--- config.mk ---
export PLATFORM = sky130hd
export DESIGN_NAME = cache_ctrl
export DESIGN_NICKNAME = d
export VERILOG_FILES = /design/src/rtl/cache_ctrl.sv
export SDC_FILE = /design/constraint.sdc
export NUM_CORES = 1
export LEC_CHECK = 0
export ABC_CLOCK_PERIOD_IN_PS = 2000
export BUFFER_PORTS_ARGS = -buffer_cell sky130_fd_sc_hd__buf_2
export CAP_MARGIN = 10
export CORE_UTILIZATION = 47
export DETAILED_ROUTE_END_ITERATION = 6
export GPL_ROUTABILITY_DRIVEN = 1
export PLACE_DENSITY = 0.78
export SYNTH_ARGS = -nofsm -noshare
export SYNTH_HDL_FRONTEND = slang
export SYNTH_SLANG_ARGS = --single-unit
--- constraint.sdc ---
create_clock -name clk_i -period 2 [get_ports clk_i]
set_input_delay 0.4 -clock clk_i [delete_from_list [all_inputs] [get_ports clk_i]]
set_output_delay 0.4 -clock clk_i [all_outputs]
set_load 0.01 [all_outputs]
--- src/rtl/cache_ctrl.sv ---
// cache_ctrl: per-request sequencer between the CPU port, the set array and backing memory.
// A request is accepted only in IDLE. The controller compares the address against the
// selected set. On a miss it writes back a dirty line word by word, fills the line from
// memory in four words, and then replays the original access once.
//
// Ports
//   clk_i, rst_ni        clock (rising edge), asynchronous active-low reset
//   cpu_*_i / cpu_*_o    request strobe/we/addr{tag,index,word}/wdata in; rdata, ready, err, busy out
//   set_*_o              command to the selected set (enable/comp/write, word, tag, data, valid)
//   set_*_i              response from the selected set (hit, dirty, valid, tag, data, ack)
//   mem_*_o / mem_*_i    word-wide memory request (req/we/addr/wdata) and response (rdata/ack)
//
// state    | meaning
// IDLE     | waiting for cpu_req
// CMP      | compare access to the set (also used for the replay)
// REL      | set_enable low for one cycle between two set commands
// WB_RD    | read word w of the victim line from the set
// WB_MEM   | write that word to memory
// FILL_MEM | read word w of the new line from memory
// FILL_WR  | write that word into the set
// DONE     | cpu_ready pulse
// ERR      | cpu_ready + cpu_err pulse
module cache_ctrl #(
  parameter int IDX_W   = 2,
  parameter int TIMEOUT = 64
) (
  input  logic              clk_i,
  input  logic              rst_ni,
  input  logic              cpu_req_i,
  input  logic              cpu_we_i,
  input  logic [6+IDX_W:0]  cpu_addr_i,
  input  logic [15:0]       cpu_wdata_i,
  output logic [15:0]       cpu_rdata_o,
  output logic              cpu_ready_o,
  output logic              cpu_err_o,
  output logic              cpu_busy_o,
  output logic [IDX_W-1:0]  set_sel_o,
  output logic              set_enable_o,
  output logic              set_comp_o,
  output logic              set_write_o,
  output logic [1:0]        set_word_o,
  output logic [4:0]        set_tag_o,
  output logic [15:0]       set_data_o,
  output logic              set_valid_o,
  input  logic              set_hit_i,
  input  logic              set_dirty_i,
  input  logic              set_valid_out_i,
  input  logic              set_ack_i,
  input  logic [4:0]        set_tag_out_i,
  input  logic [15:0]       set_data_out_i,
  output logic              mem_req_o,
  output logic              mem_we_o,
  output logic [6+IDX_W:0]  mem_addr_o,
  output logic [15:0]       mem_wdata_o,
  input  logic [15:0]       mem_rdata_i,
  input  logic              mem_ack_i
);

  localparam int TW = (TIMEOUT > 1) ? $clog2(TIMEOUT) : 1;

  typedef enum logic [3:0] {
    IDLE, CMP, REL, WB_RD, WB_MEM, FILL_MEM, FILL_WR, DONE, ERR
  } state_t;

  state_t            state_q, state_d, ret_q, ret_d;
  logic              we_q, we_d, replay_q, replay_d;
  logic [6+IDX_W:0]  addr_q, addr_d;
  logic [15:0]       wdata_q, wdata_d, rdata_q, rdata_d;
  logic [15:0]       wb_data_q, wb_data_d, fill_q, fill_d;
  logic [4:0]        wb_tag_q, wb_tag_d;
  logic [1:0]        w_q, w_d;
  logic [TW-1:0]     tmr_q, tmr_d;

  logic [4:0]        tag;
  logic [IDX_W-1:0]  idx;
  logic [1:0]        word;

  assign tag  = addr_q[6+IDX_W -: 5];
  assign idx  = addr_q[IDX_W+1:2];
  assign word = addr_q[1:0];

  always_ff @(posedge clk_i or negedge rst_ni) begin
    if (!rst_ni) begin
      state_q   <= IDLE;
      ret_q     <= IDLE;
      we_q      <= 1'b0;
      replay_q  <= 1'b0;
      addr_q    <= '0;
      wdata_q   <= '0;
      rdata_q   <= '0;
      wb_data_q <= '0;
      fill_q    <= '0;
      wb_tag_q  <= '0;
      w_q       <= '0;
      tmr_q     <= '0;
    end else begin
      state_q   <= state_d;
      ret_q     <= ret_d;
      we_q      <= we_d;
      replay_q  <= replay_d;
      addr_q    <= addr_d;
      wdata_q   <= wdata_d;
      rdata_q   <= rdata_d;
      wb_data_q <= wb_data_d;
      fill_q    <= fill_d;
      wb_tag_q  <= wb_tag_d;
      w_q       <= w_d;
      tmr_q     <= tmr_d;
    end
  end

  always_comb begin
    state_d   = state_q;
    ret_d     = ret_q;
    we_d      = we_q;
    replay_d  = replay_q;
    addr_d    = addr_q;
    wdata_d   = wdata_q;
    rdata_d   = rdata_q;
    wb_data_d = wb_data_q;
    fill_d    = fill_q;
    wb_tag_d  = wb_tag_q;
    w_d       = w_q;
    tmr_d     = tmr_q;

    cpu_rdata_o  = '0;
    cpu_ready_o  = 1'b0;
    cpu_err_o    = 1'b0;
    cpu_busy_o   = (state_q != IDLE);
    set_sel_o    = '0;
    set_enable_o = 1'b0;
    set_comp_o   = 1'b0;
    set_write_o  = 1'b0;
    set_word_o   = '0;
    set_tag_o    = '0;
    set_data_o   = '0;
    set_valid_o  = 1'b0;
    mem_req_o    = 1'b0;
    mem_we_o     = 1'b0;
    mem_addr_o   = '0;
    mem_wdata_o  = '0;

    case (state_q)
      IDLE: begin
        if (cpu_req_i) begin
          we_d     = cpu_we_i;
          addr_d   = cpu_addr_i;
          wdata_d  = cpu_wdata_i;
          w_d      = '0;
          replay_d = 1'b0;
          state_d  = CMP;
        end
      end
      CMP: begin
        set_sel_o    = idx;
        set_enable_o = 1'b1;
        set_comp_o   = 1'b1;
        set_write_o  = we_q;
        set_word_o   = word;
        set_tag_o    = tag;
        set_data_o   = wdata_q;
        set_valid_o  = we_q;
        if (set_ack_i) begin
          w_d = '0;
          if (set_hit_i && set_valid_out_i) begin
            rdata_d = set_data_out_i;
            state_d = DONE;
          end else if (replay_q) begin
            // the line was just filled; missing again means the set is misbehaving
            state_d = ERR;
          end else if (set_valid_out_i && set_dirty_i) begin
            ret_d   = WB_RD;
            state_d = REL;
          end else begin
            state_d = FILL_MEM;
          end
        end else if (tmr_q == '0) begin
          state_d = ERR;
        end
      end
      REL: state_d = ret_q;
      WB_RD: begin
        set_sel_o    = idx;
        set_enable_o = 1'b1;
        set_word_o   = w_q;
        if (set_ack_i) begin
          wb_data_d = set_data_out_i;
          wb_tag_d  = set_tag_out_i;
          state_d   = WB_MEM;
        end else if (tmr_q == '0) begin
          state_d = ERR;
        end
      end
      WB_MEM: begin
        // set_enable stays low here, which provides the gap before the next WB_RD
        mem_req_o   = 1'b1;
        mem_we_o    = 1'b1;
        mem_addr_o  = {wb_tag_q, idx, w_q};
        mem_wdata_o = wb_data_q;
        if (mem_ack_i) begin
          w_d     = w_q + 2'd1;
          state_d = (w_q == 2'd3) ? FILL_MEM : WB_RD;
        end else if (tmr_q == '0) begin
          state_d = ERR;
        end
      end
      FILL_MEM: begin
        mem_req_o  = 1'b1;
        mem_addr_o = {tag, idx, w_q};
        if (mem_ack_i) begin
          fill_d  = mem_rdata_i;
          state_d = FILL_WR;
        end else if (tmr_q == '0) begin
          state_d = ERR;
        end
      end
      FILL_WR: begin
        set_sel_o    = idx;
        set_enable_o = 1'b1;
        set_write_o  = 1'b1;
        set_word_o   = w_q;
        set_tag_o    = tag;
        set_data_o   = fill_q;
        // only the last word marks the line valid, so a partial line never hits
        set_valid_o  = (w_q == 2'd3);
        if (set_ack_i) begin
          w_d = w_q + 2'd1;
          if (w_q == 2'd3) begin
            replay_d = 1'b1;
            ret_d    = CMP;
            state_d  = REL;
          end else begin
            state_d = FILL_MEM;
          end
        end else if (tmr_q == '0) begin
          state_d = ERR;
        end
      end
      DONE: begin
        cpu_ready_o = 1'b1;
        cpu_rdata_o = rdata_q;
        state_d     = IDLE;
      end
      ERR: begin
        cpu_ready_o = 1'b1;
        cpu_err_o   = 1'b1;
        state_d     = IDLE;
      end
      default: state_d = IDLE;
    endcase

    // every command is a state change, so reloading on any transition restarts the wait budget
    if (state_d != state_q) tmr_d = TW'(TIMEOUT - 1);
    else if (tmr_q != '0)   tmr_d = tmr_q - TW'(1);
  end

endmodule

Word-level counts from Yosys, hierarchy flattened:

Cells that the tools add are included.

* output and inout bits: 75
* word-level logic and storage cells: 100
* register bits after elaboration: 96

* reductions and logical operators: 22
* equal/unequal tests: 18
* add/sub/neg operators: 2
* muxes and demuxes: 46

Operator list (count)
* $mux 4: 15
* $mux 16: 2
* $pmux 16 s2: 1
* $pmux 4 s7: 1
* $pmux 9 s2: 1
* $eq 4x3->1 const B: 4
* $ne 2x2->1 const B: 8
* $mux 6: 2
* $mux 2: 5
* $mux 1: 9
* $mux 3: 3
* $eq 4x2->1 const B: 2
* $pmux 2 s4: 1
* $pmux 4 s2: 1
* $reduce_bool 4->1: 2
* $reduce_or 2->1: 4
* $reduce_and 7->1: 1
* $logic_not 6->1: 1
* $pmux 1 s2: 3
* $reduce_and 2->1: 3
* $reduce_bool 2->1: 3
* $reduce_bool 6->1: 1
* $sub 6x1->6 const B: 1
* $mux 5: 1
* 12 further kinds: 13

Depth between registers and ports, before layout:

Gate-level depths: netlist (run 1).

* word-level depth: 8
* depth in mapped cells: 8

Least setup slack after synthesis (run 1):

OpenSTA, ideal clock, no wires.

* kind: reg-to-output
* start: register state_q[0]
* end: output set_data_o[10]
* setup slack: 0 ps
* stages on the path, launching flop included: 7
* data required time: 1600 ps
* arrival: 1600 ps
* path buffers: 3
* cell sequence: dfrtp_1 buf_6 or3b_4 nor2_8 buf_2 buf_2 a22o_1

* cells in the longest elaborated chain, start to end: 2
* elaborated cells on any way between the ends: 3

RTL lines
* start, declared: RTL line 65 `state_t state_q, state_d, ret_q, ret_d;`
* start signal, assigned: RTL line 97 `state_q <= state_d;`
* $eq 4x3->1 or $eq 4x1->1 (tied branches): RTL line 143 `case (state_q)`
* $pmux 16 s2 (*): RTL line 143
* end, declared: RTL line 43 `output logic [15:0] set_data_o,`

Every way passes the cells marked *; elsewhere a longest branch is shown, timed or not.

Final worst setup path (run 1):

* start: register state_q[3]
* end: output set_data_o[3]

Same word-level chain as after synthesis.

==> results of run 1 <==
-- layout make-up --
| type | count | area (um^2) |
|---|---|---|
| clock inverters | 6 | 92.59 |
| inverters | 6 | 37.54 |
| well taps | 133 | 166.4 |
| fillers | 658 | 2736 |
| clock buffers | 10 | 137.6 |
| multi-input cells | 266 | 2485 |
| repair buffers | 218 | 1719 |
| flip-flops and latches | 94 | 2355 |
-- timing repair --
| action | in CTS | in global routing |
|---|---|---|
| gates resized for setup | 42 | 105 |
| endpoints found under the setup margin | 92 | 113 |
| endpoints found under the hold margin | 30 | 0 |
| pin swaps | 16 | 46 |
| gates cloned | 1 | 3 |
| setup buffers | 22 | 19 |
| hold buffers | 1 | 0 |
-- per-layer routing --
layer / wire length, um / share of wire / up-vias
met5: 0 / 0 / -
met4: 296 / 0.020 / 0
met3: 968 / 0.067 / 29
met2: 7546 / 0.52 / 201
met1: 5700 / 0.39 / 2075
li1: - / - / 1810
-- path summary, 6_finish.rpt --
path	startpoint	end	slack (ns)	depth (start not counted)
setup / recovery	state_q[3]	set_data_o[3]	-0.29	6
hold / removal	cpu_addr_i[5]	addr_q[5]	0.25	2
setup reg to reg	state_q[1]	tmr_q[2]	-0.19	10
hold reg to reg	rdata_q[8]	rdata_q[8]	0.51	1
max in group asynchronous	rst_ni	state_q[0]	0.88	3
min in group asynchronous	rst_ni	wb_data_q[3]	0.50	2
-- power by group through the flow --
| stage | registers (uW) | logic [uW] | clock network, uW |
|---|---|---|---|
| 5_1_grt | 3400 | 5730 | 1600 |
| 4_1_cts | 3250 | 4470 | 1490 |
| 2_1_floorplan | 3110 | 2550 | 0 |
| 6_report | 3340 | 5440 | 1480 |
| 3_3_place_gp | 3210 | 3660 | 0 |
| 3_5_place_dp | 3290 | 3760 | 0 |
-- cells in the final DEF (no fill, tap or decap), drive strengths merged, types with 3 or more instances in the layout --
cell type  instances
dfrtp             94
o21ai              5
a22o              21
nand3              9
nor2b             10
inv                6
clkbuf            11
mux2              83
nand4              3
nand2             13
clkinvlp           3
a21oi              9
nor2              19
buf              216
or3                3
and2              39
nor3              12
-- kinds of logic (layout without fill, tap and decap cells) --
| logic type | Yosys count | count (layout) | share of synthesized area |
|---|---|---|---|
| AO/OA/AOI/OAI | 59 | 59 | 0.1032 |
| XOR/XNOR | 1 | 1 | 0.001862 |
| adder cells (fa/ha/maj) | 2 | 2 | 0.005318 |
| buffers and inverters | 26 | 240 | 0.02872 |
| flip-flops | 94 | 94 | 0.5000 |
| multiplexers | 85 | 85 | 0.2109 |
| AND/OR/NAND/NOR | 119 | 119 | 0.1500 |
-- flip-flops by register name, indices dropped and copies added (netlist names), 4 cells and up --
register and cells:
wdata_q 16, fill_q 16, addr_q 9, wb_tag_q 5, tmr_q 6, wb_data_q 16
state_q 4, rdata_q 16
-- metrics by stage --
stage	power, uW	util	setup slack, ns	hold WS, ns	TNS [ns]
after floorplan	5660	-	0.0002840	0.1044	0
after global placement	6868	0.5950	0.03830	0.3626	0
after detailed placement	7048	0.5950	-0.07716	0.3673	-1.107
after CTS	9206	0.6586	-0.2851	0.2401	-12.92
after global routing	10740	0.7188	-0.3596	0.2151	-22.49
final	10250	0.7188	-0.2852	0.2456	-15.56
==> impl_metrics.xml, run 1 <==
<?xml version="1.0" encoding="UTF-8"?>
<metrics>
  <group name="run_status">
    <metric name="run_status" unit="">complete, but fails checks</metric>
    <metric name="violations" unit="">negative setup slack</metric>
  </group>
  <group name="synthesis">
    <metric name="synth_cell_type_count" unit="">58</metric>
    <metric name="synthMostInstantiatedCell" unit="">sky130_fd_sc_hd__dfrtp_1</metric>
    <metric name="synthTopCellsByCount" unit="">94 x sky130_fd_sc_hd__dfrtp_1, 73 x sky130_fd_sc_hd__mux2_2, 39 x sky130_fd_sc_hd__and2_1</metric>
    <metric name="synth_top_flop_cell" unit="">sky130_fd_sc_hd__dfrtp_1</metric>
    <metric name="synth_edf_count" unit="">0</metric>
    <metric name="post-synth-top-area-cell" unit="">sky130_fd_sc_hd__dfrtp_1</metric>
    <metric name="post_synth_inst_count" unit="">386</metric>
    <metric name="netlist_top_cells_area" unit="">sky130_fd_sc_hd__dfrtp_1 50%, sky130_fd_sc_hd__mux2_2 17%, sky130_fd_sc_hd__and2_1 5.2%</metric>
    <metric name="syn-mean-instance-area" unit="um^2">12.19</metric>
    <metric name="synth-seq-area-share" unit="">0.5000</metric>
    <metric name="syn-cell-area" unit="mm^2">0.004705</metric>
    <metric name="ys_warn_count" unit="">0</metric>
    <metric name="synthesis.nets" unit="">459</metric>
    <metric name="postSynthRegisterBits" unit="">94</metric>
    <metric name="area_share_of_the_largest_cell_type_after_synthesis" unit="">0.5000</metric>
    <metric name="ys_async_sr_fraction" unit="">1.000</metric>
  </group>
  <group name="critical_path">
    <metric name="worst_ep_arrival_time" unit="ns">1.89</metric>
    <metric name="cp_slowest_cell" unit="">sky130_fd_sc_hd__or3b_4</metric>
    <metric name="crit_path_end_kind" unit="">output pin</metric>
    <metric name="path_buf_inv" unit="">3</metric>
    <metric name="crit_type" unit="">flop to output pin</metric>
    <metric name="crit_path_max_fanout" unit="">6</metric>
    <metric name="timing.critical_path.max_delay_family" unit="">simple AND/OR/NAND/NOR gates</metric>
    <metric name="crit_required" unit="ns">1.60</metric>
    <metric name="timing.critical_path.from_type" unit="">flop</metric>
    <metric name="worst_path_largest_cell_delay" unit="ns">0.45</metric>
    <metric name="crit_chain" unit="">or3b_4, nor2_8, buf_12, clkbuf_16, a22o_1, buf_2</metric>
  </group>
  <group name="sta">
    <metric name="final_min_period_over_clock_period" unit="">1.143</metric>
    <metric name="rsz0062_at_grt" unit="">true</metric>
    <metric name="timing_worst_slew_pin_value" unit="ns">0.6070</metric>
    <metric name="fin_crit" unit="ns">2.285</metric>
    <metric name="max_freq" unit="MHz">437.6</metric>
    <metric name="timing.final.max_slew_violations" unit="">0</metric>
    <metric name="postLayoutSetupSlackWorst" unit="ns">-0.2852</metric>
    <metric name="slew_headroom" unit="">0.5900</metric>
    <metric name="finalHoldViolations" unit="">0</metric>
    <metric name="fin_skew" unit="ns">0.01773</metric>
    <metric name="setup_violations" unit="">101</metric>
  </group>
  <group name="placed_design">
    <metric name="dp.final_hpwl" unit="mm">8.644</metric>
    <metric name="routabilityCongestion" unit="">0.9228</metric>
    <metric name="port_buf_inserts" unit="">145</metric>
    <metric name="dp.cells" unit="">674</metric>
    <metric name="postPlaceCellArea" unit="mm^2">0.005789</metric>
  </group>
  <group name="floorplanning">
    <metric name="rows" unit="">36</metric>
    <metric name="dieArea" unit="mm^2">0.01041</metric>
    <metric name="effective_utilization_at_floorplan" unit="">0.4835</metric>
    <metric name="die-height" unit="um">102.0</metric>
    <metric name="ios" unit="">146</metric>
    <metric name="die_width" unit="um">102.0</metric>
    <metric name="placeableCoreArea" unit="mm^2">0.009729</metric>
  </group>
  <group name="global_route">
    <metric name="met1_usage" unit="">0.3015</metric>
    <metric name="largest_net_degree_at_the_start_of_global_routing" unit="">46</metric>
    <metric name="global_routing_usage_on_met3" unit="">0.07045</metric>
    <metric name="grt_util_all_layers" unit="">0.2451</metric>
    <metric name="grt_most_used_layer" unit="">met2</metric>
    <metric name="globalRouteMet2Util" unit="">0.4084</metric>
    <metric name="grt_antenna_before_repair" unit="">0</metric>
    <metric name="first_global_vias" unit="">3962</metric>
    <metric name="grt_first_pass_wirelength" unit="mm">19.42</metric>
    <metric name="remaining_global_route_overflow" unit="">0</metric>
  </group>
  <group name="pwr">
    <metric name="power.static_leakage" unit="uW">0.003352</metric>
    <metric name="power-per-cell-area" unit="mW/mm^2">1466</metric>
    <metric name="sw_frac_of_total" unit="">0.3616</metric>
    <metric name="worst_ir_drop_vdd" unit="uV">834.0</metric>
    <metric name="pwr-share-comb" unit="">0.530</metric>
    <metric name="seq_power_share" unit="">0.325</metric>
    <metric name="p_switching" unit="uW">3706</metric>
    <metric name="internal_power" unit="uW">6544</metric>
    <metric name="power.share.clock" unit="">0.144</metric>
  </group>
  <group name="cells_and_area">
    <metric name="stdcell_count" unit="">733</metric>
    <metric name="num-nets-final" unit="">668</metric>
    <metric name="postLayoutCellArea" unit="mm^2">0.006993</metric>
    <metric name="antennaDiodeCount" unit="">0</metric>
    <metric name="share_of_final_layout_standard_cells_stronger_than_drive_strength_1" unit="">0.6450</metric>
    <metric name="syn2layout_area_growth" unit="%">48.64</metric>
  </group>
  <group name="job">
    <metric name="drv_cap" unit="">0</metric>
  </group>
  <group name="drt">
    <metric name="avgRoutedWirePerCell" unit="um">19.80</metric>
    <metric name="drt_pass1_iterations" unit="">4</metric>
    <metric name="route.vias.total" unit="">4115</metric>
    <metric name="routed_wirelength" unit="mm">14.51</metric>
    <metric name="detail-route-antenna-nets" unit="">0</metric>
    <metric name="avgViaCountPerCell" unit="">5.614</metric>
    <metric name="drc" unit="">0</metric>
    <metric name="drt-initial-drc-count" unit="">227</metric>
  </group>
  <group name="clock_network">
    <metric name="ctsRootBufferMaster" unit="">sky130_fd_sc_hd__clkbuf_8</metric>
    <metric name="cts_made_buffers" unit="">9</metric>
    <metric name="clk-insertion-delay-late" unit="ns">0.38</metric>
    <metric name="tritoncts_num_sinks" unit="">94</metric>
    <metric name="clk_transition_reported_paths" unit="ns">0.11</metric>
    <metric name="clock_tree.htree_level_count" unit="">3</metric>
    <metric name="cts_tree" unit="">built</metric>
    <metric name="clock_path_buffers" unit="">2</metric>
  </group>
  <group name="min_path">
    <metric name="worstHoldPathType" unit="">primary input to flop</metric>
  </group>
</metrics>
Note: power is estimated with default switching activity, not from simulation.
==> run 2: changes to the inputs <==
- ABC_CLOCK_PERIOD_IN_PS: 2000 -> 2800
- CORE_UTILIZATION: 47 -> 55
- PLACE_DENSITY: 0.78 -> 0.86
- clock period: 2 -> 2.8 ns (I/O delays scaled with it)
==> impl_metrics.xml, run 2 (synthesis results as in run 1) <==
<?xml version="1.0" encoding="UTF-8"?>
<metrics>
  <group name="cells_and_area">
    <metric name="share_of_final_layout_standard_cells_stronger_than_drive_strength_1" unit="">0.5120</metric>
    <metric name="syn2layout_area_growth" unit="%">22.93</metric>
    <metric name="multi_input_comb_area" unit="mm^2">0.002246</metric>
    <metric name="antennaDiodeCount" unit="">0</metric>
    <metric name="mostFrequentLayoutCell" unit="">sky130_fd_sc_hd__buf_2</metric>
    <metric name="fillCellCount" unit="">607</metric>
    <metric name="final-seq-area" unit="mm^2">0.002354</metric>
    <metric name="num-nets-final" unit="">609</metric>
    <metric name="final_cell_mix" unit="">144 x sky130_fd_sc_hd__buf_2, 93 x sky130_fd_sc_hd__dfrtp_1, 73 x sky130_fd_sc_hd__mux2_2</metric>
  </group>
  <group name="job">
    <metric name="drv_cap" unit="">0</metric>
  </group>
  <group name="drt">
    <metric name="avgViaCountPerCell" unit="">5.717</metric>
    <metric name="avgRoutedWirePerCell" unit="um">17.60</metric>
    <metric name="drt-initial-drc-count" unit="">234</metric>
    <metric name="routed_wirelength" unit="mm">11.37</metric>
    <metric name="detail-route-antenna-nets" unit="">0</metric>
    <metric name="drt_pass1_iterations" unit="">4</metric>
    <metric name="drc" unit="">0</metric>
    <metric name="route.vias.total" unit="">3693</metric>
  </group>
  <group name="critical_path">
    <metric name="crit_chain" unit="">or3b_4, nor2_4, a22o_1, buf_2</metric>
    <metric name="crit_path_max_fanout" unit="">14</metric>
    <metric name="crit_required" unit="ns">2.24</metric>
    <metric name="crit_path_end_kind" unit="">output pin</metric>
    <metric name="cp_slowest_cell" unit="">sky130_fd_sc_hd__dfrtp_1</metric>
    <metric name="worst_ep_arrival_time" unit="ns">2.13</metric>
    <metric name="worst_path_largest_cell_delay" unit="ns">0.54</metric>
    <metric name="crit_type" unit="">flop to output pin</metric>
    <metric name="timing.critical_path.from_type" unit="">flop</metric>
  </group>
  <group name="sta">
    <metric name="rsz0062_at_grt" unit="">false</metric>
    <metric name="setup_tns" unit="ns">0</metric>
    <metric name="max_freq" unit="MHz">372.1</metric>
    <metric name="setup_violations" unit="">0</metric>
    <metric name="final_min_period_over_clock_period" unit="">0.9598</metric>
    <metric name="postLayoutSetupSlackWorst" unit="ns">0.1127</metric>
    <metric name="timing_worst_slew_pin_value" unit="ns">0.5114</metric>
    <metric name="timing.final.max_slew_violations" unit="">0</metric>
    <metric name="slew_headroom" unit="">0.6591</metric>
    <metric name="finalHoldViolations" unit="">0</metric>
    <metric name="fin_crit" unit="ns">2.687</metric>
    <metric name="fin_skew" unit="ns">0.01693</metric>
  </group>
  <group name="clock_network">
    <metric name="clock_path_buffers" unit="">2</metric>
    <metric name="cts_tree" unit="">built</metric>
    <metric name="clk_transition_reported_paths" unit="ns">0.10</metric>
    <metric name="clock_tree.htree_level_count" unit="">3</metric>
    <metric name="clk-insertion-delay-late" unit="ns">0.37</metric>
    <metric name="cts_hold_repair.buffers" unit="">0</metric>
    <metric name="cts_made_buffers" unit="">9</metric>
    <metric name="tritoncts_num_sinks" unit="">94</metric>
    <metric name="ctsRootBufferMaster" unit="">sky130_fd_sc_hd__clkbuf_8</metric>
  </group>
  <group name="min_path">
    <metric name="worstHoldPathType" unit="">primary input to async pin</metric>
  </group>
  <group name="global_route">
    <metric name="grt_util_all_layers" unit="">0.2563</metric>
    <metric name="largest_net_degree_at_the_start_of_global_routing" unit="">95</metric>
    <metric name="grt_first_pass_wirelength" unit="mm">17.57</metric>
    <metric name="remaining_global_route_overflow" unit="">0</metric>
    <metric name="first_global_vias" unit="">3732</metric>
    <metric name="grt_antenna_before_repair" unit="">0</metric>
  </group>
  <group name="run_status">
    <metric name="run_status" unit="">finished, final reports clean</metric>
  </group>
  <group name="floorplanning">
    <metric name="die_width" unit="um">94.49</metric>
    <metric name="ios" unit="">146</metric>
    <metric name="die-height" unit="um">94.49</metric>
    <metric name="effective_utilization_at_floorplan" unit="">0.5697</metric>
    <metric name="rows" unit="">33</metric>
    <metric name="placeableCoreArea" unit="mm^2">0.008258</metric>
    <metric name="dieArea" unit="mm^2">0.008927</metric>
  </group>
  <group name="placed_design">
    <metric name="port_buf_inserts" unit="">145</metric>
    <metric name="dp_slack" unit="ns">0.4506</metric>
    <metric name="dp.final_hpwl" unit="mm">8.256</metric>
    <metric name="routabilityCongestion" unit="">0.8869</metric>
  </group>
  <group name="pwr">
    <metric name="power-per-cell-area" unit="mW/mm^2">993.0</metric>
    <metric name="power.static_leakage" unit="uW">0.002856</metric>
    <metric name="worst_ir_drop_vdd" unit="uV">638.7</metric>
  </group>
</metrics>
## run 2: cell count changes in the layout (fill, tap and decap cells not counted), sizes merged
cell	before	now
buf	216	158
bufinv	2	0
clkbuf	11	9
clkinv	1	3
clkinvlp	3	2
dlygate4sd3	1	0
inv	6	8
nor2	19	20
## run 2: final cells by class
class                           count  share of cell area
Sequential cell                    94              0.4070
Multi-Input combinational cell    267              0.3884
Clock inverter                      7             0.01168
Inverter                            6            0.003894
Timing Repair Buffer              158              0.1450
Clock buffer                        9             0.02142
Tap cell                          105             0.02272
## run 2: worst paths after layout
path / start / end / slack (ns) / depth (start not counted)
max: state_q[3] / set_data_o[6] / 0.11 / 4
min: rst_ni / rdata_q[9] / 0.22 / 2
max reg2reg: state_q[3] / rdata_q[7] / 0.41 / 4
min reg2reg: wb_data_q[14] / wb_data_q[14] / 0.51 / 1
max in group asynchronous: rst_ni / state_q[0] / 2.15 / 2
min in group clk_i: mem_rdata_i[12] / fill_q[12] / 0.41 / 2
## run 2: routing by layer
| metal | wire length, um | track usage | up-vias |
|---|---|---|---|
| li1 | - | - | 1698 |
| met1 | 4616 | 0.3205 | 1798 |
| met2 | 5537 | 0.4287 | 175 |
| met3 | 950 | 0.05958 | 22 |
| met4 | 264 | 0.1048 | 0 |
| met5 | 0 | 0 | - |
## run 2: stage by stage
stage / util / hold WS, ns / instances / total power [uW] / area [um^2]
global route: 0.7003 / 0.2787 / 646 / 6078 / 5783
detailed placement: 0.6753 / 0.4815 / 629 / 4853 / 5577
finish: 0.7003 / 0.2204 / 646 / 5742 / 5783
CTS: 0.6985 / 0.2522 / 645 / 5727 / 5768
floorplan: - / 0.2644 / 386 / 4043 / 4705
global placement: 0.6753 / 0.4762 / 629 / 4722 / 5577
## run 2: worst max-delay path, delay by kind of cell (launching register included)
kind | cells | cell delay (ns)
compound gates | 1 | 0.21
buf+inv | 1 | 0.12
flops | 1 | 0.54
simple gates | 2 | 0.89
## run 2: repair_timing
item | CTS | global route
setup endpoints to repair | 0 | 5
resized for setup | 0 | 2
buffers inserted | 0 | 0
## run 2: power breakdown
group	switching [uW]	internal, uW
clock	522	344
sequential	385	1980
combinational	1220	1290
total	2130	3610
==> run 3: changes to the inputs <==
- CELL_PAD_IN_SITES_DETAIL_PLACEMENT: default -> 1
- CELL_PAD_IN_SITES_GLOBAL_PLACEMENT: default -> 1
- CORE_MARGIN: default -> 10
- CORE_UTILIZATION: 55 -> 43
==> impl_metrics.xml, run 3 (synthesis results as in run 1) <==
<?xml version="1.0" encoding="UTF-8"?>
<metrics>
  <group name="placed_design">
    <metric name="dp.final_hpwl" unit="mm">10.83</metric>
    <metric name="postPlaceCellArea" unit="mm^2">0.005600</metric>
    <metric name="routabilityCongestion" unit="">0.9549</metric>
    <metric name="port_buf_inserts" unit="">145</metric>
  </group>
  <group name="job">
    <metric name="drv_cap" unit="">0</metric>
  </group>
  <group name="cells_and_area">
    <metric name="postLayoutCellArea" unit="mm^2">0.005872</metric>
    <metric name="num-nets-final" unit="">607</metric>
    <metric name="syn2layout_area_growth" unit="%">24.81</metric>
    <metric name="final_cell_mix" unit="">144 x sky130_fd_sc_hd__buf_2, 91 x sky130_fd_sc_hd__dfrtp_1, 73 x sky130_fd_sc_hd__mux2_2</metric>
    <metric name="mostFrequentLayoutCell" unit="">sky130_fd_sc_hd__buf_2</metric>
    <metric name="share_of_final_layout_standard_cells_stronger_than_drive_strength_1" unit="">0.5083</metric>
  </group>
  <group name="critical_path">
    <metric name="crit_type" unit="">flop to output pin</metric>
    <metric name="crit_path_end_kind" unit="">output pin</metric>
    <metric name="timing.critical_path.from_type" unit="">flop</metric>
    <metric name="crit_path_max_fanout" unit="">14</metric>
    <metric name="worst_ep_arrival_time" unit="ns">2.12</metric>
    <metric name="cp_slowest_cell" unit="">sky130_fd_sc_hd__dfrtp_2</metric>
    <metric name="crit_required" unit="ns">2.24</metric>
    <metric name="r2r_cells" unit="">7</metric>
    <metric name="ff2ff_setup_slack" unit="ns">0.48</metric>
    <metric name="r2r_end" unit="">tmr_q[1]</metric>
    <metric name="r2r-start" unit="">state_q[3]</metric>
    <metric name="worst_path_largest_cell_delay" unit="ns">0.51</metric>
    <metric name="crit_chain" unit="">nand2b_1, buf_4, nor2_1, and2_1, buf_2</metric>
  </group>
  <group name="floorplanning">
    <metric name="effective_utilization_at_floorplan" unit="">0.4359</metric>
    <metric name="die-height" unit="um">124.6</metric>
    <metric name="dieArea" unit="mm^2">0.01552</metric>
    <metric name="die_width" unit="um">124.6</metric>
    <metric name="ios" unit="">146</metric>
    <metric name="rows" unit="">38</metric>
    <metric name="placeableCoreArea" unit="mm^2">0.01079</metric>
  </group>
  <group name="drt">
    <metric name="route.vias.total" unit="">3738</metric>
    <metric name="drc" unit="">0</metric>
    <metric name="drt_pass1_iterations" unit="">6</metric>
    <metric name="detail-route-antenna-nets" unit="">0</metric>
    <metric name="drt-initial-drc-count" unit="">205</metric>
    <metric name="routed_wirelength" unit="mm">14.45</metric>
    <metric name="avgViaCountPerCell" unit="">5.497</metric>
    <metric name="avgRoutedWirePerCell" unit="um">21.25</metric>
  </group>
  <group name="sta">
    <metric name="setup_violations" unit="">0</metric>
    <metric name="timing_worst_slew_pin_value" unit="ns">0.6047</metric>
    <metric name="final_min_period_over_clock_period" unit="">0.9584</metric>
    <metric name="slew_headroom" unit="">0.5969</metric>
    <metric name="fin_crit" unit="ns">2.684</metric>
    <metric name="setup_tns" unit="ns">0</metric>
    <metric name="fin_skew" unit="ns">0.01408</metric>
    <metric name="rsz0062_at_grt" unit="">false</metric>
    <metric name="max_freq" unit="MHz">372.6</metric>
    <metric name="timing.final.max_slew_violations" unit="">0</metric>
    <metric name="finalHoldViolations" unit="">0</metric>
  </group>
  <group name="global_route">
    <metric name="global_routing_usage_on_met3" unit="">0.04213</metric>
    <metric name="remaining_global_route_overflow" unit="">0</metric>
    <metric name="grt_most_used_layer" unit="">met2</metric>
    <metric name="globalRouteMet2Util" unit="">0.3365</metric>
    <metric name="grt_util_all_layers" unit="">0.1817</metric>
    <metric name="first_global_vias" unit="">4105</metric>
    <metric name="largest_net_degree_at_the_start_of_global_routing" unit="">47</metric>
    <metric name="grt_antenna_before_repair" unit="">1</metric>
    <metric name="grt_first_pass_wirelength" unit="mm">22.91</metric>
    <metric name="met1_usage" unit="">0.1988</metric>
  </group>
  <group name="clock_network">
    <metric name="ctsRootBufferMaster" unit="">sky130_fd_sc_hd__clkbuf_8</metric>
    <metric name="tritoncts_num_sinks" unit="">94</metric>
    <metric name="post-cts-setup-buffers" unit="">0</metric>
    <metric name="clock_tree.htree_level_count" unit="">3</metric>
    <metric name="cts_hold_repair.buffers" unit="">0</metric>
    <metric name="clock_path_buffers" unit="">2</metric>
    <metric name="cts_made_buffers" unit="">9</metric>
    <metric name="cts_tree" unit="">built</metric>
    <metric name="clk-insertion-delay-late" unit="ns">0.37</metric>
    <metric name="clk_transition_reported_paths" unit="ns">0.10</metric>
  </group>
  <group name="min_path">
    <metric name="worstHoldPathType" unit="">primary input to async pin</metric>
  </group>
  <group name="pwr">
    <metric name="power-per-cell-area" unit="mW/mm^2">1036</metric>
    <metric name="worst_ir_drop_vdd" unit="uV">452.7</metric>
    <metric name="power.static_leakage" unit="uW">0.002872</metric>
  </group>
  <group name="run_status">
    <metric name="run_status" unit="">finished, final reports clean</metric>
  </group>
</metrics>
-- run 3: changes by cell type in the layout (fill, tap and decap cells not counted), moves of 2 or more --
| cell | delta |
|---|---|
| sky130_fd_sc_hd__bufinv_16 | +3 |
| sky130_fd_sc_hd__buf_4 | -2 |
| sky130_fd_sc_hd__dfrtp_1 | -2 |
| sky130_fd_sc_hd__dfrtp_2 | +2 |
| sky130_fd_sc_hd__inv_8 | -2 |
| sky130_fd_sc_hd__nor3_2 | -2 |
-- run 3: report_power, final --
part / internal (uW) / total, uW / switching (uW)
Combinational: 1290 / 2590 / 1310
Clock: 620 / 1110 / 490
Sequential: 1980 / 2380 / 396
-- run 3: what timing repair did --
action,4_1_cts,5_1_grt
gates resized for setup,0,4
pin swaps,1,0
setup endpoints to repair,5,31
gates cloned,1,0
-- run 3: per-layer routing --
metal  up-vias  share of wire  wire (um)
met5         -              0          0
met4         0          0.015        219
met3        16          0.052        754
met2       102           0.55       7994
met1      1928           0.38       5485
li1       1692              -          -
-- run 3: worst max path at each step --
| stage | slack [ns] | to | startpoint | cells past startpoint |
|---|---|---|---|---|
| global route | 0.009 | set_tag_o[1] | state_q[3] | 5 |
| detailed placement | 0.36 | set_tag_o[1] | state_q[3] | 5 |
| global placement | 0.43 | set_tag_o[4] | state_q[3] | 5 |
| CTS | 0.002 | set_data_o[3] | state_q[3] | 5 |
| finish | 0.12 | mem_addr_o[2] | state_q[3] | 5 |
| floorplan | 0.64 | set_data_o[10] | state_q[0] | 6 |
-- run 3: layout make-up --
cell class / count / area, um^2
antenna: 1 / 2.502
clock buffer: 11 / 141.4
clock inverter: 5 / 106.4
fill: 1204 / 4921
inverter: 6 / 22.52
multi-input combinational: 267 / 2245
sequential: 94 / 2356
tap: 140 / 175.2
timing repair buffer: 156 / 823.3
-- run 3: worst max-delay path: cells and delay by family, from the launching register on --
family	cells	cell delay (ns)
buffers and inverters	2	0.34
DFF	1	0.51
and+or+nand+nor	3	0.90
-- run 3: through the flow --
stage                     std cells  setup slack, ns  hold WS, ns  total power, uW    util
after floorplan                 386           0.6403       0.2644             4043       -
after global placement          662           0.4336       0.4663             4788  0.5189
after detailed placement        662           0.3623       0.4775             4955  0.5189
after CTS                       679         0.001620       0.2029             6117  0.5429
after global routing            680         0.009104       0.2072             6447  0.5441
final                           680           0.1165       0.1820             6081  0.5441
